$ cat src/rtl/s27_pkg.sv
// Shared constants and the MISR step function for the s27 scan array.
// The function is also imported by the bench model so both use one definition.
package s27_pkg;

    localparam int STATE_BITS = 3;
    localparam int IDX_G5     = 0;
    localparam int IDX_G6     = 1;
    localparam int IDX_G7     = 2;

    localparam int              SIG_W_DEFAULT = 16;
    localparam int              SIG_W_MAX     = 32;
    localparam logic [15:0]     DEFAULT_POLY  = 16'h002D;
    localparam logic [SIG_W_MAX-1:0] ONE_W    = {{(SIG_W_MAX-1){1'b0}}, 1'b1};

    // Operands are carried at SIG_W_MAX bits; width selects the live low bits.
    function automatic logic [SIG_W_MAX-1:0] misr_next(
        input logic [SIG_W_MAX-1:0] sig,
        input logic [SIG_W_MAX-1:0] data_in,
        input logic [SIG_W_MAX-1:0] poly,
        input int unsigned          width = SIG_W_DEFAULT
    );
        logic [SIG_W_MAX-1:0] mask;
        logic [SIG_W_MAX-1:0] shifted;
        logic                 msb;
        mask    = (width >= SIG_W_MAX) ? '1 : ((ONE_W << width) - ONE_W);
        msb     = |(sig & (ONE_W << (width - 1)));
        shifted = (sig << 1) ^ (msb ? poly : '0);
        return (shifted ^ data_in) & mask;
    endfunction

endpackage

$ cat src/rtl/s27_lane.sv
// One s27 core: combinational next-state/output logic plus three
// mux-scan state flops ordered G5 (head), G6, G7 (tail).
module s27_lane
    import s27_pkg::*;
(
    input  logic clk,
    input  logic rst,
    input  logic se,
    input  logic ce,
    input  logic scan_in,
    input  logic g0,
    input  logic g1,
    input  logic g2,
    input  logic g3,
    output logic g17,
    output logic scan_out
);

    logic [STATE_BITS-1:0] state;
    logic g5, g6, g7;
    logic g8, g9, g10, g11, g12, g13, g14, g15, g16;

    assign g5 = state[IDX_G5];
    assign g6 = state[IDX_G6];
    assign g7 = state[IDX_G7];

    always_comb begin
        g14 = ~g0;
        g12 = ~(g1 | g7);
        g13 = ~(g2 | g12);
        g8  = g14 & g6;
        g15 = g12 | g8;
        g16 = g3 | g8;
        g9  = ~(g16 & g15);
        g11 = ~(g5 | g9);
        g10 = ~(g14 | g11);
        g17 = ~g11;
    end

    always_ff @(posedge clk) begin
        if (rst) begin
            state <= '0;
        end else if (se) begin
            // Scan shift: scan_in -> G5 -> G6 -> G7 -> scan_out
            state[IDX_G5] <= scan_in;
            state[IDX_G6] <= state[IDX_G5];
            state[IDX_G7] <= state[IDX_G6];
        end else if (ce) begin
            state[IDX_G5] <= g10;
            state[IDX_G6] <= g11;
            state[IDX_G7] <= g13;
        end
    end

    assign scan_out = state[IDX_G7];

endmodule

$ cat src/rtl/s27_scan_array.sv
// LANES s27 cores on a single scan chain, with a MISR compacting the G17 bus
// on every capture edge.
module s27_scan_array
    import s27_pkg::*;
#(
    parameter int               LANES = 4,
    parameter int               SIG_W = 16,
    parameter logic [SIG_W-1:0] POLY  = SIG_W'(DEFAULT_POLY)
) (
    input  logic             CK,
    input  logic             RST,
    input  logic             SE,
    input  logic             SI,
    input  logic             CE,
    input  logic [LANES-1:0] G0,
    input  logic [LANES-1:0] G1,
    input  logic [LANES-1:0] G2,
    input  logic [LANES-1:0] G3,
    output logic [LANES-1:0] G17,
    output logic             SO,
    output logic [SIG_W-1:0] SIG
);

    logic [LANES:0] chain;

    assign chain[0] = SI;
    assign SO       = chain[LANES];

    for (genvar i = 0; i < LANES; i++) begin : g_lane
        s27_lane u_lane (
            .clk      (CK),
            .rst      (RST),
            .se       (SE),
            .ce       (CE),
            .scan_in  (chain[i]),
            .g0       (G0[i]),
            .g1       (G1[i]),
            .g2       (G2[i]),
            .g3       (G3[i]),
            .g17      (G17[i]),
            .scan_out (chain[i+1])
        );
    end

    logic [SIG_W_MAX-1:0] sig_ext;
    logic [SIG_W_MAX-1:0] g17_ext;
    logic [SIG_W_MAX-1:0] poly_ext;
    logic [SIG_W_MAX-1:0] sig_wide;
    logic [SIG_W-1:0]     sig_next;

    always_comb begin
        sig_ext                = '0;
        sig_ext[SIG_W-1:0]     = SIG;
        g17_ext                = '0;
        g17_ext[LANES-1:0]     = G17;
        poly_ext               = '0;
        poly_ext[SIG_W-1:0]    = POLY;
        sig_wide               = misr_next(sig_ext, g17_ext, poly_ext, SIG_W);
        sig_next               = sig_wide[SIG_W-1:0];
    end

    // Bits above SIG_W are always zero from misr_next; fold them away.
    if (SIG_W < SIG_W_MAX) begin : g_hi
        logic unused_hi;
        assign unused_hi = |sig_wide[SIG_W_MAX-1:SIG_W];
    end

    // Scan mode freezes the signature so shifting does not disturb it.
    always_ff @(posedge CK) begin
        if (RST) begin
            SIG <= '0;
        end else if (SE) begin
            SIG <= SIG;
        end else if (CE) begin
            SIG <= sig_next;
        end
    end

endmodule

$ cat config.mk
export PLATFORM = sky130hd
export DESIGN_NAME = s27_scan_array
export DESIGN_NICKNAME = d
export VERILOG_FILES = /design/src/rtl/s27_pkg.sv /design/src/rtl/s27_lane.sv /design/src/rtl/s27_scan_array.sv
export SDC_FILE = /design/constraint.sdc
export NUM_CORES = 1
export LEC_CHECK = 0
export CORE_MARGIN = 2
export CORE_UTILIZATION = 25
export DETAILED_ROUTE_END_ITERATION = 8
export PLACE_DENSITY_LB_ADDON = 0.2
export RECOVER_POWER = 25
export SLEW_MARGIN = 20
export SYNTH_ARGS = -nofsm -noshare
export SYNTH_HDL_FRONTEND = slang
export SYNTH_SLANG_ARGS = --single-unit
$ cat constraint.sdc
create_clock -name CK -period 1.32 [get_ports CK]
set_input_delay 0.132 -clock CK [delete_from_list [all_inputs] [get_ports CK]]
set_output_delay 0.132 -clock CK [all_outputs]
set_load 0.05 [all_outputs]
# [Yosys cells after proc, flatten, opt, wreduce, memory -nomap -nowiden]
# Cells that the tools add are included.
# W data, S select, Z words.
[word_totals] latch_bits=0 memories=0 input_bits=21 mem_bits_rw=0 ff_bits=28 mem_bits_ro=0 out_inout_bits=21 wordCells=75
[op_classes] n_eq_ne=0 bitwise=59 n_reduce_logical=2 add_sub_neg=0 div_mod_pow=0 n_lt_le_gt_ge=0 n_shift=0 n_mux=9 multipliers=0
[ops] cell="$not A1 Y1" count=25
[ops] cell="$mux W3" count=8
[ops] cell="$or A1 B1 Y1" count=24
[ops] cell="$xor A16 B4 Y16" count=1
[ops] cell="$xor A16 B6 Y16" count=1
[ops] cell="$and A1 B1 Y1" count=8
[ops] cell="$mux W6" count=1
[ops] cell="$reduce_and A2 Y1" count=1
[ops] cell="$reduce_bool A2 Y1" count=1

# [Logic depth before layout (Yosys ltp)]
[depth] depth_word=11 depth_mapped=5 depth_no_buf=3

# [Hierarchy]
# A second synthesis with hierarchy kept.
[unflattened] cells_unflattened=172 area_unflattened_um2=1437.6
[by_module_without_submodules] module="s27_scan_array" cells_per_inst=84 area_each_um2=721.9 n_inst=1 seq_area_each_um2=320.3
[by_module_without_submodules] module="s27_lane" cells_per_inst=22 area_each_um2=178.9 n_inst=4 seq_area_each_um2=60.1

# [Worst setup path after synthesis]
# Ideal clock, no wire load.
[synth_timing] path_type="register to register" startpoint="register SIG[15]" endpoint="register SIG[2]" setup_ns=0.074 setup_slack_ns=-0.154 path_buffers=1 synth_period_minus_slack_ns=1.474 stages_incl_launch_ff=5 arrival_time_ns=1.400 required_ns=1.246 cell_sequence="dfxtp_1 buf_2 xor2_1 or3_1 a31oi_1"
[synth_via] elab_chain_cells=3
[synth_rtl] item="start, declared" line="s27_scan_array.sv:21" source="output logic [SIG_W-1:0] SIG"
[synth_rtl] item="start signal, assigned" line="s27_scan_array.sv:75" source="SIG <= sig_next;"
[synth_rtl] item="$mux W6" line="s27_pkg.sv:27" source="shifted = (sig << 1) ^ (msb ? poly : '0);"
[synth_rtl] item="$xor A16 B6 Y16" line="s27_pkg.sv:27"
[synth_rtl] item="$xor A16 B4 Y16" line="s27_pkg.sv:28" source="return (shifted ^ data_in) & mask;"
# No other way between the ends.
# A chain may end at the register's enable or synchronous reset.

# [Worst setup path after layout]
[layout_timing] startpoint="register g_lane[2].u_lane.state[0]" endpoint="output port G17[2]"
[layout_via] elab_chain_cells=1
[layout_rtl] item="start, declared" line="s27_lane.sv:19" source="logic [STATE_BITS-1:0] state;"
[layout_rtl] item="start signal, assigned by index" line="s27_lane.sv:45" source="state[IDX_G5] <= scan_in;"
[layout_rtl] item="start signal, assigned by index" line="s27_lane.sv:46" source="state[IDX_G6] <= state[IDX_G5];"
[layout_rtl] item="start signal, assigned by index" line="s27_lane.sv:47" source="state[IDX_G7] <= state[IDX_G6];"
[layout_rtl] item="$or A1 B1 Y1" line="s27_lane.sv:35" source="g11 = ~(g5 | g9);"
[layout_rtl] item="end, declared" line="s27_scan_array.sv:19" source="output logic [LANES-1:0] G17,"
# No other way between the ends.

==> flow_results.org <==
** Status
- The flow ran to the end, but the final reports show violations.
- The checks that failed: setup timing.

** Worst setup path
- Walking the worst path, the cells encountered are nor4b_4 -> nor2_2 -> buf_6.
- CP max stage cell :: dfxtp_4
- The worst setup path is of the reg2out kind.
- Largest fanout on the critical path :: 4
- STA classifies the critical path endpoint as an output pin.
- In this design, the stage delay of the slowest critical-path cell is 0.37 ns.
- For the worst setup path, the data arrival time is 1.20 ns.
- Category of the worst setup path launch point :: register
- For the worst setup path, the data required time is 1.19 ns.

** Pwr
- Net switching is a little over a quarter of the power.
- For this design the total switching power over the nets is between 0.0005 and 0.0006 W.
- Internal power comes to 0.00152 W.
- Summed over all cells, the static leakage comes to 0.865 nW.
- Overall power consumption after layout is estimated at 0.00207 W.
- Dividing total power by cell area gives a power density of 945 nW/µm².
- Proportion of power drawn by the clock network :: 33.1%
- In this run, the combinational gates consume between 20% and 30% of the power.
- Max IR drop VDD :: 0.570 mV
- Sequential cells burn between 40% and 50% of the power.

** STA
- Hold violation count in the final report :: 0
- Final-report max-slew violation count :: 0
- Tightest Pin Transition :: 0.297 ns
- Final worst clock skew :: 0.00198 ns
- Across all hold checks on the routed design, the worst slack comes to 0.325 ns.
- Accumulated negative setup slack :: -0.0114 ns
- RSZ-0062 raised after global routing :: yes
- In the post-route analysis, the smallest setup slack over all paths is -0.0114 ns.
- Max-slew headroom :: 80.3%
- The routed design could run at a clock period as short as 1.33 ns.
- Achievable clock frequency :: approximately 750 MHz
- Setup violations remaining at the end of the flow were counted as 1.
- Dividing the final minimum period by the clock period gives 101%.

** Global route
- Entering global routing, the biggest net connects 21 pins.
- Total overflow reported by the global router :: 0
- The first global-routing pass estimated between 6 and 7 mm of wire.
- In the global route stage, overall resource usage came out at 12.4%.
- Vias in the first global route :: 1319
- The number of antenna violations at the first check in global routing was 0.

** Floorplan
- After floorplanning, the core was sized to cover 5610 µm².
- In this run the core area contains 27 standard-cell rows.
- Ports placed on the boundary :: 42
- The floorplan step defined a die boundary enclosing 6510 µm².
- Die height :: a little over 80 µm
- DIE WIDTH :: 80.7 µm
- Starting density of the core :: between 20% and 30%

** Drt
- After detailed routing, the total wire length is 3.70 mm.
- The count of nets left with antenna violations once routing finished came out at 0.
- After detailed routing, the average wire length per cell comes to roughly 13 µm.
- In the routed layout, each cell is associated on average with a via count of 4.60.
- Summing over every cut layer, the via total after detailed routing is about 1300.
- Number of remaining DRC errors :: 0
- The first detailed-routing pass took 4 iterations.
- After the first detailed-routing iteration, the DRC count stood at 57.

** Synthesis
- Cell types with the largest area share after synthesis :: dfxtp_1 (38%), a21oi_1 (9.9%), buf_4 (8.2%)
- EDFF count, synth :: 0
- Counting distinct cell types in the post-synthesis netlist gives 31.
- Top flip-flop cell by instance count after synthesis :: dfxtp_1
- Total nets after synthesis :: roughly 200
- Mean Syn Cell Area :: 8.45 µm²
- Yosys top cell area share :: 38.1%
- Fraction of synthesis flops using an asynchronous set or reset pin :: 0%
- Synthesis inferred 28 register bits.
- During synthesis, Yosys emitted a total of 0 warnings.
- Counting every instance in the synthesized netlist gives 174.
- Top cell type by total area after synthesis :: dfxtp_1
- Sequential-to-total area share from yosys stat :: a little under two fifths
- In this run the cell area of the synthesized design comes to 1470 µm².

** Place
- After detailed placement, the total cell area comes to about 2100 µm².
- After legalization and detailed placement, the total HPWL measured 2.67 mm.
- At the end of routability-driven placement, the weighted congestion stood at 0.762.
- Input and output buffers added on the ports amount to 41.

** Clocking
- Worst-skew pair later-pin latency :: roughly 0.27 ns
- Clock slew at reported path FFs :: 0.10 ns
- The number of clock buffers added by TritonCTS is 3.
- Clock root cell :: clkbuf_8
- CTS built an H-tree with a depth of 1.
- Buffers inserted to repair hold after CTS numbered 0.
- CTS tree :: done
- Longest Clk Path Bufs :: 2
- CTS Sinks :: 28

** Job
- The tool flagged a number of max-cap violations equal to 0.

** Layout
- Area growth from synthesis to final layout :: 49.4%
- At the end of the flow, the number of nets in the layout was 240.
- Number of inserted diodes :: 0
- Layout cells sized above 1 :: 36.2%
- With fillers left out, the area of the finished cells amounts to 2200 µm².

** Worst hold path
- Min-delay worst type :: in2reg
## cell usage in the layout, fill, tap and decap left out, drive strengths merged, types with 2 or more instances in the layout
cell,Yosys,routed
clkdlybuf4s50,0,17
xor2,2,2
buf,21,37
a21oi,29,29
nor2,7,7
nor3b,8,8
nand3b,3,3
dlygate4sd2,0,2
a211o,4,4
nand2,26,26
a221oi,4,4
o21ai,8,8
nand3,2,2
or3,2,2
clkbuf,6,13
dfxtp,28,28
inv,6,6
a31oi,2,2
nor4b,4,4
## state kept, by name, indices dropped and copies added, names as in the netlist
signal	flops
SIG	16
g_lane.u_lane.state	12
## power groups by stage
stage               Combinational (W)  Sequential [W]  Clock, W
finish                       0.000476        0.000913  0.000686
global route                 0.000514        0.000918  0.000737
CTS                          0.000490        0.000924  0.000710
detailed placement           0.000464        0.000940         0
global placement             0.000462        0.000941         0
floorplan                    0.000236        0.000957         0
## worst paths after layout
path,start,end,slack [ns],cells after the start
setup / recovery,g_lane[2].u_lane.state[0]$_SDFFE_PP0P_,G17[2],-0.01,3
hold / removal,G1[1],g_lane[1].u_lane.state[2]$_SDFFE_PP0P_,0.33,4
setup reg to reg,g_lane[1].u_lane.state[0]$_SDFFE_PP0P_,SIG[1]$_SDFFE_PP0P_,0.06,4
hold reg to reg,g_lane[3].u_lane.state[1]$_SDFFE_PP0P_,g_lane[3].u_lane.state[2]$_SDFFE_PP0P_,0.47,2
## critical path: cells and delay by family, from the launching register on
kind	cells	cell delay, ns
AND/OR/NAND/NOR	2	0.40
buffers and inverters	1	0.16
flip-flops	1	0.37
## routing by layer
metal / vias up / GRT usage, % / wire length [µm]
li1: 683 / - / -
met1: 627 / 16.3 / 1720
met2: 23 / 20.4 / 1780
met3: 2 / 1.91 / 163
met4: 0 / 4.41 / 41
met5: - / 0 / 0
## cell families (layout without fill, tap and decap cells)
group | Yosys count | count (layout) | share of synthesized area [%]
simple gates | 58 | 58 | 25.4
compound gates | 52 | 52 | 21.4
buf+inv | 33 | 77 | 13.4
flops | 28 | 28 | 38.1
xor+xnor | 3 | 3 | 1.79
## Yosys cell counts, types with 6 or more instances
| cell | instances |
|---|---|
| a21oi_1 | 29 |
| buf_4 | 16 |
| clkbuf_1 | 6 |
| dfxtp_1 | 28 |
| inv_1 | 6 |
| nand2_1 | 26 |
| nor2_1 | 7 |
| nor3b_1 | 8 |
| o21ai_0 | 8 |
## metrics by stage
step           cells  util [%]  worst slack (ns)
3_3_place_gp     279      37.9            -0.160
3_5_place_dp     279      37.9            -0.162
5_1_grt          290      39.2           -0.0724
6_report         290      39.2           -0.0114
4_1_cts          289      40.7           -0.0138
2_1_floorplan    174         -            0.0215
## what timing repair did
item	in CTS	in global routing
pin swaps	7	9
resized for setup	16	19
setup buffers	6	1
setup endpoints to repair	4	8
## area by class of cell
type,instances,area (µm²)
fill,578,3410
multi-input combinational,113,773
timing repair buffer,67,656
sequential,28,583
tap,72,90.1
clock buffer,3,41.3
clock inverter,1,30.0
inverter,6,22.5
No activity file was read; power rests on OpenSTA's default activity.
